## config.mk

```make
export PLATFORM = sky130hd
export DESIGN_NAME = fft_sample_framer_flat
export DESIGN_NICKNAME = d
export VERILOG_FILES = /design/src/rtl/fft_sample_framer_if.sv /design/src/rtl/fft_sample_framer.sv /design/src/flat_wrapper.sv
export SDC_FILE = /design/constraint.sdc
export NUM_CORES = 1
export LEC_CHECK = 0
export ABC_AREA = 1
export BUFFER_PORTS_ARGS = -buffer_cell sky130_fd_sc_hd__buf_2
export CAP_MARGIN = 10
export CORE_MARGIN = 5
export CORE_UTILIZATION = 61
export DETAILED_ROUTE_END_ITERATION = 8
export PLACE_DENSITY = 0.79
export SKIP_CTS_REPAIR_TIMING = 1
export SLEW_MARGIN = 20
export SYNTH_ARGS = -nofsm -noshare
export SYNTH_HDL_FRONTEND = slang
export SYNTH_SLANG_ARGS = --single-unit
```

## constraint.sdc

```tcl
create_clock -name i_clk -period 2.5 [get_ports i_clk]
set_input_delay 0.25 -clock i_clk [delete_from_list [all_inputs] [get_ports i_clk]]
set_output_delay 0.25 -clock i_clk [all_outputs]
set_load 0.02 [all_outputs]
```

## src/rtl/fft_sample_framer_if.sv

```systemverilog
// Sample-in / word-out bundle of the FFT sample framer.
// The master modport is the framer's view; the slave modport is the source/sink side.
`timescale 1ns/1ps
interface fft_sample_framer_if #(
    parameter int DATA_W = 12
);
    logic              i_sample_tick;
    logic [DATA_W-1:0] i_sample;
    logic              i_ready;
    logic              o_valid;
    logic [DATA_W-1:0] o_data;
    logic [3:0]        o_index;
    logic              o_last;
    logic              o_filling;
    logic              o_overrun;
    logic [7:0]        o_frame_cnt;

    modport master (
        input  i_sample_tick, i_sample, i_ready,
        output o_valid, o_data, o_index, o_last, o_filling, o_overrun, o_frame_cnt
    );

    modport slave (
        output i_sample_tick, i_sample, i_ready,
        input  o_valid, o_data, o_index, o_last, o_filling, o_overrun, o_frame_cnt
    );
endinterface

```

## src/rtl/fft_sample_framer.sv

```systemverilog
// Buffers one 16-point frame paced by a divided-clock tick, then streams it out over valid/ready.
// Define FRAMER_BITREV_EN to emit the frame in bit-reversed address order; otherwise natural order.
`timescale 1ns/1ps
module fft_sample_framer #(
    parameter int DATA_W = 12,
    parameter int N_PTS  = 16
) (
    input  logic                 i_clk,
    input  logic                 i_rst,
    fft_sample_framer_if.master  bus
);
    localparam int ADDR_W = $clog2(N_PTS);
    localparam logic [ADDR_W-1:0] LAST_ADDR = ADDR_W'(N_PTS - 1);

    typedef enum logic {
        FILL,
        DRAIN
    } state_t;

    state_t            state_q, state_d;
    logic              tick_q;
    logic              tick_edge;
    logic [ADDR_W-1:0] wr_cnt_q, wr_cnt_d;
    logic [ADDR_W-1:0] rd_cnt_q, rd_cnt_d;
    logic [ADDR_W-1:0] rd_addr;
    logic              overrun_q, overrun_d;
    logic [7:0]        frame_cnt_q, frame_cnt_d;
    logic              wr_en;
    logic [DATA_W-1:0] mem [N_PTS];

    // The tick is a level from the divider, so it is edge-detected rather than used as a clock.
    assign tick_edge = bus.i_sample_tick & ~tick_q;

    always_ff @(posedge i_clk or posedge i_rst) begin
        if (i_rst) begin
            tick_q      <= 1'b1;
            state_q     <= FILL;
            wr_cnt_q    <= '0;
            rd_cnt_q    <= '0;
            overrun_q   <= 1'b0;
            frame_cnt_q <= '0;
        end else begin
            tick_q      <= bus.i_sample_tick;
            state_q     <= state_d;
            wr_cnt_q    <= wr_cnt_d;
            rd_cnt_q    <= rd_cnt_d;
            overrun_q   <= overrun_d;
            frame_cnt_q <= frame_cnt_d;
        end
    end

    always_ff @(posedge i_clk) begin
        if (wr_en) begin
            mem[wr_cnt_q] <= bus.i_sample;
        end
    end

    always_comb begin
        state_d     = state_q;
        wr_cnt_d    = wr_cnt_q;
        rd_cnt_d    = rd_cnt_q;
        overrun_d   = overrun_q;
        frame_cnt_d = frame_cnt_q;
        wr_en       = 1'b0;
        case (state_q)
            FILL: begin
                if (tick_edge) begin
                    wr_en    = 1'b1;
                    wr_cnt_d = wr_cnt_q + 1'b1;
                    if (wr_cnt_q == LAST_ADDR) begin
                        state_d = DRAIN;
                    end
                end
            end
            DRAIN: begin
                // Single buffer: a sample slot during the drain is lost, even on the final handshake.
                if (tick_edge) begin
                    overrun_d = 1'b1;
                end
                if (bus.i_ready) begin
                    rd_cnt_d = rd_cnt_q + 1'b1;
                    if (rd_cnt_q == LAST_ADDR) begin
                        frame_cnt_d = frame_cnt_q + 1'b1;
                        state_d     = FILL;
                    end
                end
            end
            default: state_d = FILL;
        endcase
    end

`ifdef FRAMER_BITREV_EN
    assign rd_addr = {rd_cnt_q[0], rd_cnt_q[1], rd_cnt_q[2], rd_cnt_q[3]};
`else
    assign rd_addr = rd_cnt_q;
`endif

    always_comb begin
        bus.o_valid     = (state_q == DRAIN);
        bus.o_data      = mem[rd_addr];
        bus.o_index     = rd_addr;
        bus.o_last      = (state_q == DRAIN) && (rd_cnt_q == LAST_ADDR);
        bus.o_filling   = (state_q == FILL);
        bus.o_overrun   = overrun_q;
        bus.o_frame_cnt = frame_cnt_q;
    end
endmodule
```

## src/flat_wrapper.sv

```systemverilog
// flat-port wrapper written by rule: the top's interface ports become plain ports
module fft_sample_framer_flat 
#(
    parameter int DATA_W = 12,
    parameter int N_PTS  = 16
)
  (i_clk, i_rst, bus_i_sample_tick, bus_i_sample, bus_i_ready, bus_o_valid, bus_o_data, bus_o_index, bus_o_last, bus_o_filling, bus_o_overrun, bus_o_frame_cnt);
  fft_sample_framer_if #(.DATA_W(DATA_W)) bus_i ();
  input  logic i_clk;
  input  logic i_rst;
  input wire logic [$bits(bus_i.i_sample_tick)-1:0] bus_i_sample_tick;
  input wire logic [$bits(bus_i.i_sample)-1:0] bus_i_sample;
  input wire logic [$bits(bus_i.i_ready)-1:0] bus_i_ready;
  output wire logic [$bits(bus_i.o_valid)-1:0] bus_o_valid;
  output wire logic [$bits(bus_i.o_data)-1:0] bus_o_data;
  output wire logic [$bits(bus_i.o_index)-1:0] bus_o_index;
  output wire logic [$bits(bus_i.o_last)-1:0] bus_o_last;
  output wire logic [$bits(bus_i.o_filling)-1:0] bus_o_filling;
  output wire logic [$bits(bus_i.o_overrun)-1:0] bus_o_overrun;
  output wire logic [$bits(bus_i.o_frame_cnt)-1:0] bus_o_frame_cnt;
  assign bus_i.i_sample_tick = bus_i_sample_tick;
  assign bus_i.i_sample = bus_i_sample;
  assign bus_i.i_ready = bus_i_ready;
  assign bus_o_valid = bus_i.o_valid;
  assign bus_o_data = bus_i.o_data;
  assign bus_o_index = bus_i.o_index;
  assign bus_o_last = bus_i.o_last;
  assign bus_o_filling = bus_i.o_filling;
  assign bus_o_overrun = bus_i.o_overrun;
  assign bus_o_frame_cnt = bus_i.o_frame_cnt;
  fft_sample_framer #(.DATA_W(DATA_W), .N_PTS(N_PTS)) u_core (.i_clk(i_clk), .i_rst(i_rst), .bus(bus_i));
endmodule
```

==> results.yml <==
cts:
  clk_latency_ns: 0.50
  ctsHtreeMaxLevel: 1
  cts_buffer_depth: 3
  cts_tree: "built"
  cts_made_buffers: 22
  path_clk_slew_ns: 0.06
  cts.sinks: 211
  clock-root-buffer: "clkbuf_16"
grt:
  grt_pass1_wl_mm: 33.22
  grt_pass1_vias: 6300
  antenna_found_initial: 0
  grt-ovfl-total: 0
  grt_max_degree: 80
  track_usage_pct: 23.63
timing:
  period_share_pct: 95.30
  maxSlewViolCount: 0
  setup_violations: 0
  clock.fmax_mhz: 419.7
  hold_viol_final: 0
  worst_pin_slew_ns: 0.7175
  holdWs_ns: 0.08201
  tns_ns: 0
  rsz0062_at_grt: "false"
  finalCriticalPeriod_ns: 2.383
  maxSlewHeadroom_pct: 52.11
  skew_ns: 0.008512
synthesis:
  synth_area_leaders: "edfxtp_1, nand2_1, inv_1"
  synth_nets: 965
  syn_avg_cell_area_um2: 9.941
  yosysUniqueCellTypes: 26
  ys_ff_latch: 211
  synth-edff-count: 192
  synth_flop_cell: "edfxtp_1"
  yosys.area.top_type_share_pct: 61.51
  syn_inst: 943
  yosysTopAreaCell: "edfxtp_1"
  synth_area_mm2: 0.009374
  synthArstFlopShare_pct: 9.005
  ys_warn_count: 0
  synth_seq_area_share_pct: 66.59
die:
  start_util_pct: 61.89
  die_area_mm2: 0.01795
  dieWidth_um: 134.0
  rows: 45
  ioPinCount: 44
  die_y_um: 134.0
  core_mm2: 0.01515
critical_path:
  critPathLaunchType: "flip-flop"
  critPathBufInv: 3
  cp-end-kind: "output port"
  crit_type: "flip-flop to output port"
  crit_fanout: 39
  cp_slowest_cell: "dfrtp_4"
  crit_chain: "buf_4, clkbuf_16, nand2_1, nand3_1, nand3_1, nand3_1, nand2_1, buf_2"
  crit_path_frequent_cell: "nand3_1"
  cp.required_ns: 2.25
  cpPeakStageDelay_ns: 0.55
  arrival_ns: 2.13
  cp_top_family: "buffers and inverters"
layout:
  synthToLayoutAreaGrowth_pct: 13.97
  diodes: 0
  fin_area_mm2: 0.01068
  post-route-util_pct: 70.54
  drive_gt1_share_pct: 11.59
  fin_nets: 1034
power_and_ir_drop:
  p_per_area_mw_per_mm2: 1073
  leakage_uw: 0.004927
  p_total_uw: 11460
  ir_worst_vdd_mv: 0.7169
route:
  drc: 0
  num_vias: 6541
  postRouteAntennaNets: 0
  wl_mm: 21.31
  avgRoutedWirePerCell_um: 17.54
  first_pass_iters: 5
  drt_first_iter_violations: 623
  vias_per_cell: 5.384
worst_hold_path:
  hold_class: "primary input to flip-flop"
run_status:
  status: "completed"
placement:
  numPortBuffers: 43
  postPlaceCellArea_mm2: 0.009908
  dp_hpwl_mm: 12.31
  place_congestion: 0.7864
run:
  drv_cap: 0
-- path summary, 6_finish.rpt --
| path | start | endpoint | slack (ns) | depth (start not counted) |
|---|---|---|---|---|
| max in group asynchronous | i_rst | u_core.bus.o_index[0]$_DFFE_PP0P_ | 1.56 | 3 |
| min | bus_i_ready | u_core.bus.o_index[0]$_DFFE_PP0P_ | 0.08 | 3 |
| min reg2reg | u_core.bus.o_overrun$_DFFE_PP0P_ | u_core.bus.o_overrun$_DFFE_PP0P_ | 0.48 | 1 |
| max reg2reg | u_core.bus.o_index[1]$_DFFE_PP0P_ | u_core.bus.o_frame_cnt[3]$_DFFE_PP0P_ | 0.60 | 6 |
| min in group asynchronous | i_rst | u_core.wr_cnt_q[2]$_DFFE_PP0P_ | 0.41 | 3 |
| max | u_core.bus.o_index[0]$_DFFE_PP0P_ | bus_o_data[4] | 0.12 | 8 |
-- layout make-up --
type	count	area, µm²
clock buffer	27	569.3
clock inverter	12	112.6
fill	1067	4462
inverter	202	765.7
multi-input combinational	492	2152
sequential	211	6247
tap	188	235.2
timing repair buffer	83	601.8
-- per-layer routing --
| metal | GRT usage, % | up-vias | wire, µm |
|---|---|---|---|
| met2 | 38.88 | 323 | 10360 |
| met5 | 0 | - | 0 |
| met3 | 3.301 | 60 | 1896 |
| li1 | - | 3091 | - |
| met1 | 32.21 | 3067 | 8375 |
| met4 | 9.371 | 0 | 670 |
-- registers in the layout, summed over array words and instances, names as in the netlist --
| signal | flops |
|---|---|
| u_core.bus.o_valid | 1 |
| u_core.mem | 192 |
| u_core.bus.o_frame_cnt | 8 |
| u_core.bus.o_index | 4 |
| u_core.bus.o_overrun | 1 |
| u_core.tick_q | 1 |
| u_core.wr_cnt_q | 4 |
-- cells in the final DEF, fill, tap and decap left out, types with 2 or more instances in the layout --
cell type and instances:
buf_12 3, xnor2_1 3, buf_4 32, bufinv_16 2, nand4_1 4, clkbuf_16 23
nor3_2 2, o21ai_0 3, dfrtp_1 16, clkinv_1 7, dlygate4sd3_1 2, xor2_1 8
nand2_1 318, clkbuf_1 5, nand3_1 123, inv_2 2, ha_1 6, nor2_1 20
edfxtp_1 192, buf_2 43, clkinv_2 2, inv_1 199
-- worst reg2reg max path, stage by stage (launching register included) --
cell	delay, ns
dfrtp_2	0.35
buf_4	0.53
ha_1	0.36
nand3_2	0.16
inv_2	0.17
nand2_1	0.08
xor2_1	0.14
-- stage by stage --
stage | setup WS (ns) | cells
2_1_floorplan | 0.3995 | 943
3_3_place_gp | 0.5780 | 1169
3_5_place_dp | 0.5562 | 1169
4_1_cts | -0.004259 | 1208
5_1_grt | 0.04233 | 1215
6_report | 0.1174 | 1215
-- Yosys cell counts (all sizes together) (4+ instances only) --
cell type and n:
ha 6, nor2 21, nand2 318, nand3 124, edfxtp 192, inv 202, nand4 4, buf 35
xor2 8, dfrtp 18
-- power by group --
| part | switching, µW | total, µW | leakage (µW) | internal, µW |
|---|---|---|---|---|
| Sequential | 163 | 4210 | 0.00195 | 4050 |
| Combinational | 2810 | 4150 | 0.00265 | 1340 |
| Clock | 1280 | 3100 | 0.000331 | 1820 |
| Total | 4250 | 11500 | 0.00493 | 7210 |
-- kinds of logic (layout without fill, tap and decap cells) --
kind of cell | after synthesis | after routing | share of synthesized area, %
AOI/OAI and AO/OA | 5 | 5 | 0.3070
xor gates and xnor gates | 11 | 11 | 1.028
adders and majority gates | 6 | 6 | 0.8008
buffers and inverters | 240 | 324 | 10.56
DFF | 211 | 211 | 66.59
and+or+nand+nor | 470 | 470 | 20.72
Power figures use the tool's default switching activity.
